`config.mk`:
```
export PLATFORM = sky130hd
export DESIGN_NAME = decode_prefix_collect
export DESIGN_NICKNAME = d
export VERILOG_FILES = /design/src/rtl/decode_prefix_collect.sv
export SDC_FILE = /design/constraint.sdc
export NUM_CORES = 1
export LEC_CHECK = 0
export CORE_AREA = 3 3 142 144
export CTS_BUF_LIST = sky130_fd_sc_hd__clkbuf_4 sky130_fd_sc_hd__clkbuf_8 sky130_fd_sc_hd__clkbuf_16
export DETAILED_ROUTE_END_ITERATION = 16
export DIE_AREA = 0 0 145 147
export PLACE_DENSITY = 0.49
export SLEW_MARGIN = 30
export SYNTH_ARGS = -nofsm -noshare
export SYNTH_HDL_FRONTEND = slang
export SYNTH_SLANG_ARGS = --single-unit
```
`constraint.sdc`:
```
create_clock -name clk -period 2.32 [get_ports clk]
set_clock_uncertainty 0.15 [all_clocks]
set_input_delay 0.348 -clock clk [delete_from_list [all_inputs] [get_ports clk]]
set_output_delay 0.348 -clock clk [all_outputs]
set_load 0.02 [all_outputs]
```
`src/rtl/decode_prefix_collect.sv`:
```
// Legacy-prefix / 0x0F-escape stripper ahead of the operand decoder.
// Ports: byte stream in (byte_*), one held instruction out (instr_*, prefix_*).
module decode_prefix_collect #(
   parameter int MAX_PREFIXES = 4,
   parameter int BODY_BYTES   = 9
) (
   input  logic                    clk,
   input  logic                    rst_n,
   input  logic [7:0]              byte_in,
   input  logic                    byte_valid,
   input  logic                    byte_last,
   output logic                    byte_ready,
   output logic                    instr_valid,
   input  logic                    instr_ready,
   output logic [8*BODY_BYTES-1:0] unescaped_instr,
   output logic                    escaped_0f,
   output logic                    prefix_operand_16bit,
   output logic                    prefix_address_16bit,
   output logic [1:0]              prefix_rep,
   output logic                    prefix_lock,
   output logic [2:0]              prefix_seg,
   output logic [3:0]              body_len,
   output logic                    instr_bad
);

   localparam int          W        = 8 * BODY_BYTES;
   localparam int          PCW      = $clog2(MAX_PREFIXES + 2);
   localparam logic [3:0]  BODY_MAX = 4'(BODY_BYTES);
   localparam logic [PCW-1:0] PC_MAX = PCW'(MAX_PREFIXES);
   localparam logic [PCW-1:0] PC_SAT = PCW'(MAX_PREFIXES + 1);

   typedef enum logic [1:0] {
      S_PREFIX, S_ESCAPE, S_BODY, S_HOLD
   } state_t;

   state_t         state_q, state_d;
   logic [W-1:0]   instr_q, instr_d;
   logic           esc_q, esc_d;
   logic           op16_q, op16_d;
   logic           adr16_q, adr16_d;
   logic [1:0]     rep_q, rep_d;
   logic           lock_q, lock_d;
   logic [2:0]     seg_q, seg_d;
   logic [3:0]     len_q, len_d;
   logic [PCW-1:0] pcnt_q, pcnt_d;
   logic           bad_q, bad_d;

   logic xfer;
   logic is_pfx;
   logic accept;

   assign xfer   = byte_valid & byte_ready;
   assign accept = instr_valid & instr_ready;
   assign is_pfx = byte_in inside {8'h66, 8'h67, 8'hF0, 8'hF2, 8'hF3,
                                   8'h26, 8'h2E, 8'h36, 8'h3E, 8'h64, 8'h65};

   // state register
   always_ff @(posedge clk or negedge rst_n) begin
      if (!rst_n) state_q <= S_PREFIX;
      else        state_q <= state_d;
   end

   // next state
   always_comb begin
      state_d = state_q;
      unique case (state_q)
         S_PREFIX: begin
            if (xfer) begin
               if (byte_last)            state_d = S_HOLD;
               else if (is_pfx)          state_d = S_PREFIX;
               else if (byte_in == 8'h0F) state_d = S_ESCAPE;
               else                      state_d = S_BODY;
            end
         end
         S_ESCAPE, S_BODY: begin
            if (xfer) state_d = byte_last ? S_HOLD : S_BODY;
         end
         S_HOLD: begin
            if (instr_ready) state_d = S_PREFIX;
         end
         default: state_d = S_PREFIX;
      endcase
   end

   // outputs decoded from state
   always_comb begin
      byte_ready  = (state_q != S_HOLD);
      instr_valid = (state_q == S_HOLD);
   end

   // datapath next values
   always_comb begin
      instr_d = instr_q;
      esc_d   = esc_q;
      op16_d  = op16_q;
      adr16_d = adr16_q;
      rep_d   = rep_q;
      lock_d  = lock_q;
      seg_d   = seg_q;
      len_d   = len_q;
      pcnt_d  = pcnt_q;
      bad_d   = bad_q;
      if (accept) begin
         instr_d = '0;
         esc_d   = 1'b0;
         op16_d  = 1'b0;
         adr16_d = 1'b0;
         rep_d   = 2'b00;
         lock_d  = 1'b0;
         seg_d   = 3'b111;
         len_d   = 4'd0;
         pcnt_d  = '0;
         bad_d   = 1'b0;
      end else if (xfer) begin
         if (state_q == S_PREFIX && is_pfx) begin
            case (byte_in)
               8'h66:   op16_d  = 1'b1;
               8'h67:   adr16_d = 1'b1;
               8'hF0:   lock_d  = 1'b1;
               8'hF3:   rep_d   = 2'b01;
               8'hF2:   rep_d   = 2'b10;
               8'h26:   seg_d   = 3'd0;
               8'h2E:   seg_d   = 3'd1;
               8'h36:   seg_d   = 3'd2;
               8'h3E:   seg_d   = 3'd3;
               8'h64:   seg_d   = 3'd4;
               8'h65:   seg_d   = 3'd5;
               default: ;
            endcase
            // saturating count; only "more than MAX" matters
            if (pcnt_q != PC_SAT) pcnt_d = pcnt_q + PCW'(1);
            if (pcnt_q >= PC_MAX) bad_d = 1'b1;
            if (byte_last)        bad_d = 1'b1;
         end else if (state_q == S_PREFIX && byte_in == 8'h0F) begin
            esc_d = 1'b1;
            if (byte_last) bad_d = 1'b1;
         end else begin
            // len_q is 0 in PREFIX/ESCAPE, so byte 0 lands at index 0
            if (len_q < BODY_MAX) begin
               for (int i = 0; i < BODY_BYTES; i++) begin
                  if (len_q == 4'(i)) instr_d[8*i +: 8] = byte_in;
               end
               len_d = len_q + 4'd1;
            end else begin
               bad_d = 1'b1;
            end
         end
      end
   end

   always_ff @(posedge clk or negedge rst_n) begin
      if (!rst_n) begin
         instr_q <= '0;
         esc_q   <= 1'b0;
         op16_q  <= 1'b0;
         adr16_q <= 1'b0;
         rep_q   <= 2'b00;
         lock_q  <= 1'b0;
         seg_q   <= 3'b111;
         len_q   <= 4'd0;
         pcnt_q  <= '0;
         bad_q   <= 1'b0;
      end else begin
         instr_q <= instr_d;
         esc_q   <= esc_d;
         op16_q  <= op16_d;
         adr16_q <= adr16_d;
         rep_q   <= rep_d;
         lock_q  <= lock_d;
         seg_q   <= seg_d;
         len_q   <= len_d;
         pcnt_q  <= pcnt_d;
         bad_q   <= bad_d;
      end
   end

   assign unescaped_instr      = instr_q;
   assign escaped_0f           = esc_q;
   assign prefix_operand_16bit = op16_q;
   assign prefix_address_16bit = adr16_q;
   assign prefix_rep           = rep_q;
   assign prefix_lock          = lock_q;
   assign prefix_seg           = seg_q;
   assign body_len             = len_q;
   assign instr_bad            = bad_q;

endmodule

```
==> results of run 1 <==
## cell usage in the layout, fill, tap and decap left out, types with 4 or more instances in the layout
cell type        instances
nand3_1                 77
buf_4                   48
o21ai_0                  6
a21oi_1                  5
nor2_1                  11
a31oi_1                  4
buf_12                   4
mux2i_1                  4
and3_1                   4
nor3_1                   4
and2_4                   9
clkdlybuf4s50_1         99
dfrtp_1                 88
clkbuf_16                9
nand2_1                 86
o21ai_2                 72
inv_1                   11
ha_1                     9
## critical path, cell delays in order
cell and delay [ps]:
clkdlybuf4s50_1 540, buf_4 190, nand2b_4 70, nor3_1 420, o41ai_4 160, buf_12 190
buf_4 190, nand3_1 110, o21ai_2 60
## flip-flops by register name (all words and copies together) (netlist names)
signal                cells
unescaped_instr          72
body_len                  4
escaped_0f                1
state_q                   2
prefix_rep                2
prefix_address_16bit      1
prefix_lock               1
instr_bad                 1
pcnt_q                    3
prefix_seg                3
prefix_operand_16bit      1
## cell usage after synthesis (5+ instances only)
master,n
o21ai_0,6
and2_4,9
dfrtp_1,88
clkbuf_1,14
nand2_1,87
nor2_1,11
nand3_1,77
ha_1,9
a21oi_1,5
buf_2,8
o21ai_2,72
buf_6,11
inv_1,11
buf_4,8
## layout make-up
type,count,area (um^2),area share [%]
Clock buffer,14,282,4.33
Clock inverter,2,10.0,0.154
Multi-Input combinational cell,331,2120,32.6
Tap cell,260,325,5.01
Sequential cell,91,2280,35.1
Timing Repair Buffer,152,1440,22.2
Inverter,11,41.3,0.635
## cell families (layout without fill, tap and decap cells)
kind of cell | Yosys count | after routing | synth area share [%]
simple gates | 219 | 219 | 24.1
flops | 91 | 91 | 48.3
xor+xnor | 1 | 1 | 0.186
mux | 4 | 4 | 0.849
buf+inv | 53 | 179 | 6.82
fa+ha+maj | 9 | 9 | 2.39
compound gates | 98 | 98 | 17.3
## stage by stage
step | setup WS, ps | setup TNS [ps] | instance area [um^2] | utilization, %
final | 116 | 0 | 6500 | 34.5
after global routing | 27.6 | 0 | 6500 | 34.5
after CTS | 94.5 | 0 | 6500 | 34.5
after detailed placement | -223 | -15100 | 6200 | 32.9
after global placement | -194 | -13280 | 6200 | 32.9
after floorplan | 110 | 0 | 4720 | -
## power groups by stage
stage	Sequential [mW]	Combinational (mW)	Clock [mW]
5_1_grt	2.78	4.07	1.57
6_report	2.68	3.77	1.47
3_5_place_dp	2.72	3.82	0
4_1_cts	2.71	3.84	1.51
3_3_place_gp	2.71	3.75	0
2_1_floorplan	3.29	1.44	0
## worst max-delay path by stage
stage | from | end | slack, ps | depth (start not counted)
after floorplan | state_q[0] | unescaped_instr[10] | 110 | 7
after global placement | byte_in[6] | unescaped_instr[61] | -190 | 8
after detailed placement | byte_in[6] | unescaped_instr[49] | -220 | 9
after CTS | state_q[0] | byte_ready | 90 | 3
after global routing | byte_in[2] | unescaped_instr[31] | 30 | 9
final | byte_in[2] | unescaped_instr[57] | 120 | 9
## per-layer routing
layer | global-route usage, % | wire (um) | vias to the layer above
met2 | 23.2 | 6980 | 94
met5 | 0 | 0 | -
met1 | 18.0 | 6720 | 1924
met4 | 3.94 | 172 | 0
met3 | 3.52 | 732 | 11
li1 | - | - | 1894
## what timing repair did
action / 4_1_cts / 5_1_grt
endpoints found under the hold margin: 40 / 0
hold buffers: 1 / 0
buffers inserted: 0 / 0
==> out/qor.yml, run 1 <==
run_status:
  status: "finished, final reports clean"
clocking:
  clockBufferDepth: 2
  post_cts_resized: 0
  numClockSinks: 91
  cts_buffers: 9
  h-tree-depth: 3
  clockRootBuffer: "clkbuf_16"
  path_clk_slew_ps: 60
  cts_tree: "yes"
  clk_latency_ps: 350
global_route:
  grt_pass1_vias: 4162
  grtUsageTotal_pct: 13.9
  grt_remaining_overflow: 0
  grt_max_degree: 81
  antenna_found_initial: 0
  grt_pass1_wl_mm: 23.6
setup_path:
  cp_max_fo: 25
  reg2reg_depth: 6
  r2r-start: "state_q[0]"
  path_class: "in2reg"
  startpoint_type: "primary input"
  worstPathRequired_ps: 2410
  cp_data_arrival_time_ps: 2290
  r2r_slack_ps: 200
  worstReg2RegEnd: "pcnt_q[0]"
  worst_setup_path_end_kind: "flip-flop"
yosys:
  synth_edf_count: 0
  ys_ff_latch: 91
  syn_area_um2: 4720
  async_reset_ff_share_pct: 100
  synth_cell_type_count: 48
  yosys.area.top_type_share_pct: 46.7
  synth_area_per_cell_um2: 9.93
  ys_warn_count: 0
  synth_top_cell_by_area: "dfrtp_1"
  ys_seq_area_share_pct: 48.3
  synth_area_leaders: "dfrtp_1, o21ai_2, nand3_1"
  synth_ff_type: "dfrtp_1"
  syn-num-nets: 497
  synth_cells: 475
timing:
  fin_crit_ps: 2200
  hold_viol_final: 0
  worst_pin_slew_ps: 607
  fmax_mhz: 454
  rsz0062_at_grt: "false"
  setup_viol: 0
  worst_hold_slack_ps: 349
  relSlewSlack_pct: 59.5
  finalMaxSlewViolations: 0
  period_share_pct: 95.0
floorplanning:
  core_um2: 18800
  die-area_um2: 21300
  pin_count: 101
  die_x_um: 145
  die_h_um: 147
  row_count: 50
  start_util_pct: 25.1
pwr:
  p_leak_nw: 2.80
  power_frac_comb_pct: 47.6
  seq_power_share_pct: 33.9
  power.total_mw: 7.92
  switching_share_pct: 39.8
  power_density_nw_per_um2: 1220
  ir_worst_vdd_uv: 467
  p_int_mw: 4.77
  power.switching_mw: 3.15
  clkPwrFrac_pct: 18.5
min_path:
  hold_path_depth: 2
  min_from: "prefix_address_16bit"
  worstHoldEndpoint: "prefix_address_16bit"
  min_path_type: "reg2reg"
cells_and_area:
  stdcell_count: 861
  fill_cells: 1927
  drive_gt1_share_pct: 27.1
  layout.nets: 618
  diodes: 0
  area_delta_synth_final_pct: 37.7
detailed_routing:
  first_pass_iters: 4
  antenna_left: 0
  wirelength_mm: 14.6
  drc: 0
  wire_per_inst_um: 17.0
  vias: 3923
  avgViaCountPerCell: 4.56
  drtIter0Drc: 267
place:
  portBuffers: 100
  dp_hpwl_mm: 10.5
  place_congestion: 0.817
  place_inst: 844
run:
  maxCapViolCount: 0
(Power assumes the default switching activity.)
==> run 2: changes to the inputs <==
Settings changed: RECOVER_POWER set to 25.
==> out/qor.yml, run 2 (same netlist as run 1, synthesis figures left out) <==
clocking:
  numClockSinks: 91  # unchanged
  cts_buffers: 9  # unchanged
  clockBufferDepth: 2  # unchanged
  clk_latency_ps: 350  # about the same
  clockRootBuffer: "clkbuf_16"
  hold_buffers: 1  # unchanged
  cts_tree: "yes"
  post_cts_resized: 0  # unchanged
  post-cts-setup-buffers: 0  # unchanged
  h-tree-depth: 3  # unchanged
  path_clk_slew_ps: 60  # about the same
min_path:
  worstHoldEndpoint: "prefix_address_16bit"
  min_from: "prefix_address_16bit"
  min_path_type: "reg2reg"
  hold_path_depth: 2  # unchanged
cells_and_area:
  drive_gt1_share_pct: 27.1  # unchanged
  layout_common_cells: "clkdlybuf4s50_1, dfrtp_1, nand2_1, nand3_1, o21ai_2"
  area_delta_synth_final_pct: 37.5
  diodes: 0  # unchanged
  fill_cells: 1927  # unchanged
  largest_reg_flops: 72  # unchanged
  layout.cells.most_common: "clkdlybuf4s50_1"
  layout.nets: 618  # unchanged
detailed_routing:
  wire_per_inst_um: 16.9  # about the same
  vias: 3933  # +0.25%
  avgViaCountPerCell: 4.57  # +0.25%
  antenna_left: 0  # unchanged
  first_pass_iters: 4  # unchanged
  drc: 0  # unchanged
  drtIter0Drc: 225  # -16%
  wirelength_mm: 14.6  # about the same
setup_path:
  r2r-start: "state_q[0]"
  critPathTopFamily: "buffers and inverters"
  startpoint_type: "flip-flop"
  cp_max_fo: 6  # -76%
  worstPathRequired_ps: 1820  # -590 ps
  slowest_stage: "clkdlybuf4s50_1"
  path_class: "reg2out"
  cp_cell_sequence: "ha_1 > inv_1 > clkdlybuf4s50_1"
  worst_setup_path_end_kind: "primary output"
  reg2reg_depth: 6  # unchanged
  cp_data_arrival_time_ps: 1710  # -580 ps
  critPathBufInv: 2  # -2
  worstReg2RegEnd: "pcnt_q[0]"
  r2r_slack_ps: 200  # about the same
  slowest_delay_ps: 600  # +60 ps
pwr:
  p_leak_nw: 2.80  # -0.14%
  power_density_nw_per_um2: 1220  # +0.14%
  ir_worst_vdd_uv: 467  # about the same
timing:
  fin_crit_ps: 2200  # -0.561 ps
  setup_viol: 0  # unchanged
  fmax_mhz: 454  # about the same
  rsz0062_at_grt: "false"
  setup_slack_ps: 117  # +0.561 ps
  setup_tns_ps: 0  # unchanged
  period_share_pct: 95.0  # about the same
  hold_viol_final: 0  # unchanged
  worst_pin_slew_ps: 1160  # +549 ps
  finalMaxSlewViolations: 0  # unchanged
  relSlewSlack_pct: 22.9  # -37 points
floorplanning:
  die_h_um: 147  # unchanged
  core_um2: 18800  # unchanged
  die_x_um: 145  # unchanged
  row_count: 50  # unchanged
  pin_count: 101  # unchanged
  die-area_um2: 21300  # unchanged
  start_util_pct: 25.1  # unchanged
global_route:
  use_met2_pct: 23.2  # unchanged
  grt_remaining_overflow: 0  # unchanged
  grtUsageMet1_pct: 18.0  # unchanged
  grt_pass1_vias: 4162  # unchanged
  grt.busiest_layer: "met2"
  grt_pass1_wl_mm: 23.6  # unchanged
  grtUsageTotal_pct: 13.9  # unchanged
  antenna_found_initial: 0  # unchanged
  met3_usage_pct: 3.52  # unchanged
  grt_max_degree: 81  # unchanged
run:
  maxCapViolCount: 0  # unchanged
place:
  portBuffers: 100  # unchanged
  preCtsSetupSlack_ps: -223  # unchanged
  place_congestion: 0.817  # unchanged
  dp_hpwl_mm: 10.5  # unchanged
run_status:
  status: "finished, final reports clean"
[run 2: cell types whose count changed in the layout (fill, tap and decap cells not counted)]
cell / delta
buf_6: +1
buf_12: -1
clkbuf_2: +1
buf_4: -1
[run 2: worst max path at each step]
stage,startpoint,end,depth (start not counted)
5_1_grt,byte_in[2],unescaped_instr[31],9
4_1_cts,state_q[0],byte_ready,3
3_5_place_dp,byte_in[6],unescaped_instr[49],9
6_report,state_q[0],byte_ready,3
3_3_place_gp,byte_in[6],unescaped_instr[61],8
2_1_floorplan,state_q[0],unescaped_instr[10],7
[run 2: stage by stage]
stage | utilization [%] | power [mW] | hold WS (ps) | instances | area [um^2]
6_report | 34.5 | 7.91 | 349 | 861 | 6490
5_1_grt | 34.5 | 8.42 | 393 | 861 | 6490
4_1_cts | 34.5 | 8.06 | 360 | 861 | 6500
3_5_place_dp | 32.9 | 6.54 | 248 | 844 | 6200
3_3_place_gp | 32.9 | 6.47 | 241 | 844 | 6200
2_1_floorplan | - | 4.73 | -97.6 | 475 | 4720
[run 2: tightest hold or removal path, cell delays in order (launching register included)]
cell	delay, ps
dfrtp_1	350
a31oi_1	40
nor2_1	70
[run 2: layout make-up]
cell class / count / area (um^2) / area share, %
Multi-Input combinational cell: 331 / 2120 / 32.7
Inverter: 11 / 41.3 / 0.636
Tap cell: 260 / 325 / 5.01
Timing Repair Buffer: 152 / 1430 / 22.0
Clock buffer: 14 / 282 / 4.34
Clock inverter: 2 / 10.0 / 0.154
Sequential cell: 91 / 2280 / 35.2
[run 2: report_power, final]
part | total (mW) | switching, mW | internal (mW)
sequential | 2.68 | 0.464 | 2.22
clock | 1.47 | 0.633 | 0.836
combinational | 3.77 | 2.05 | 1.71
total | 7.91 | 3.15 | 4.76
[run 2: metal layers]
metal	routed length [um]	vias to the layer above
li1	-	1895
met2	6990	93
met3	785	11
met4	172	0
met5	0	-
met1	6650	1934
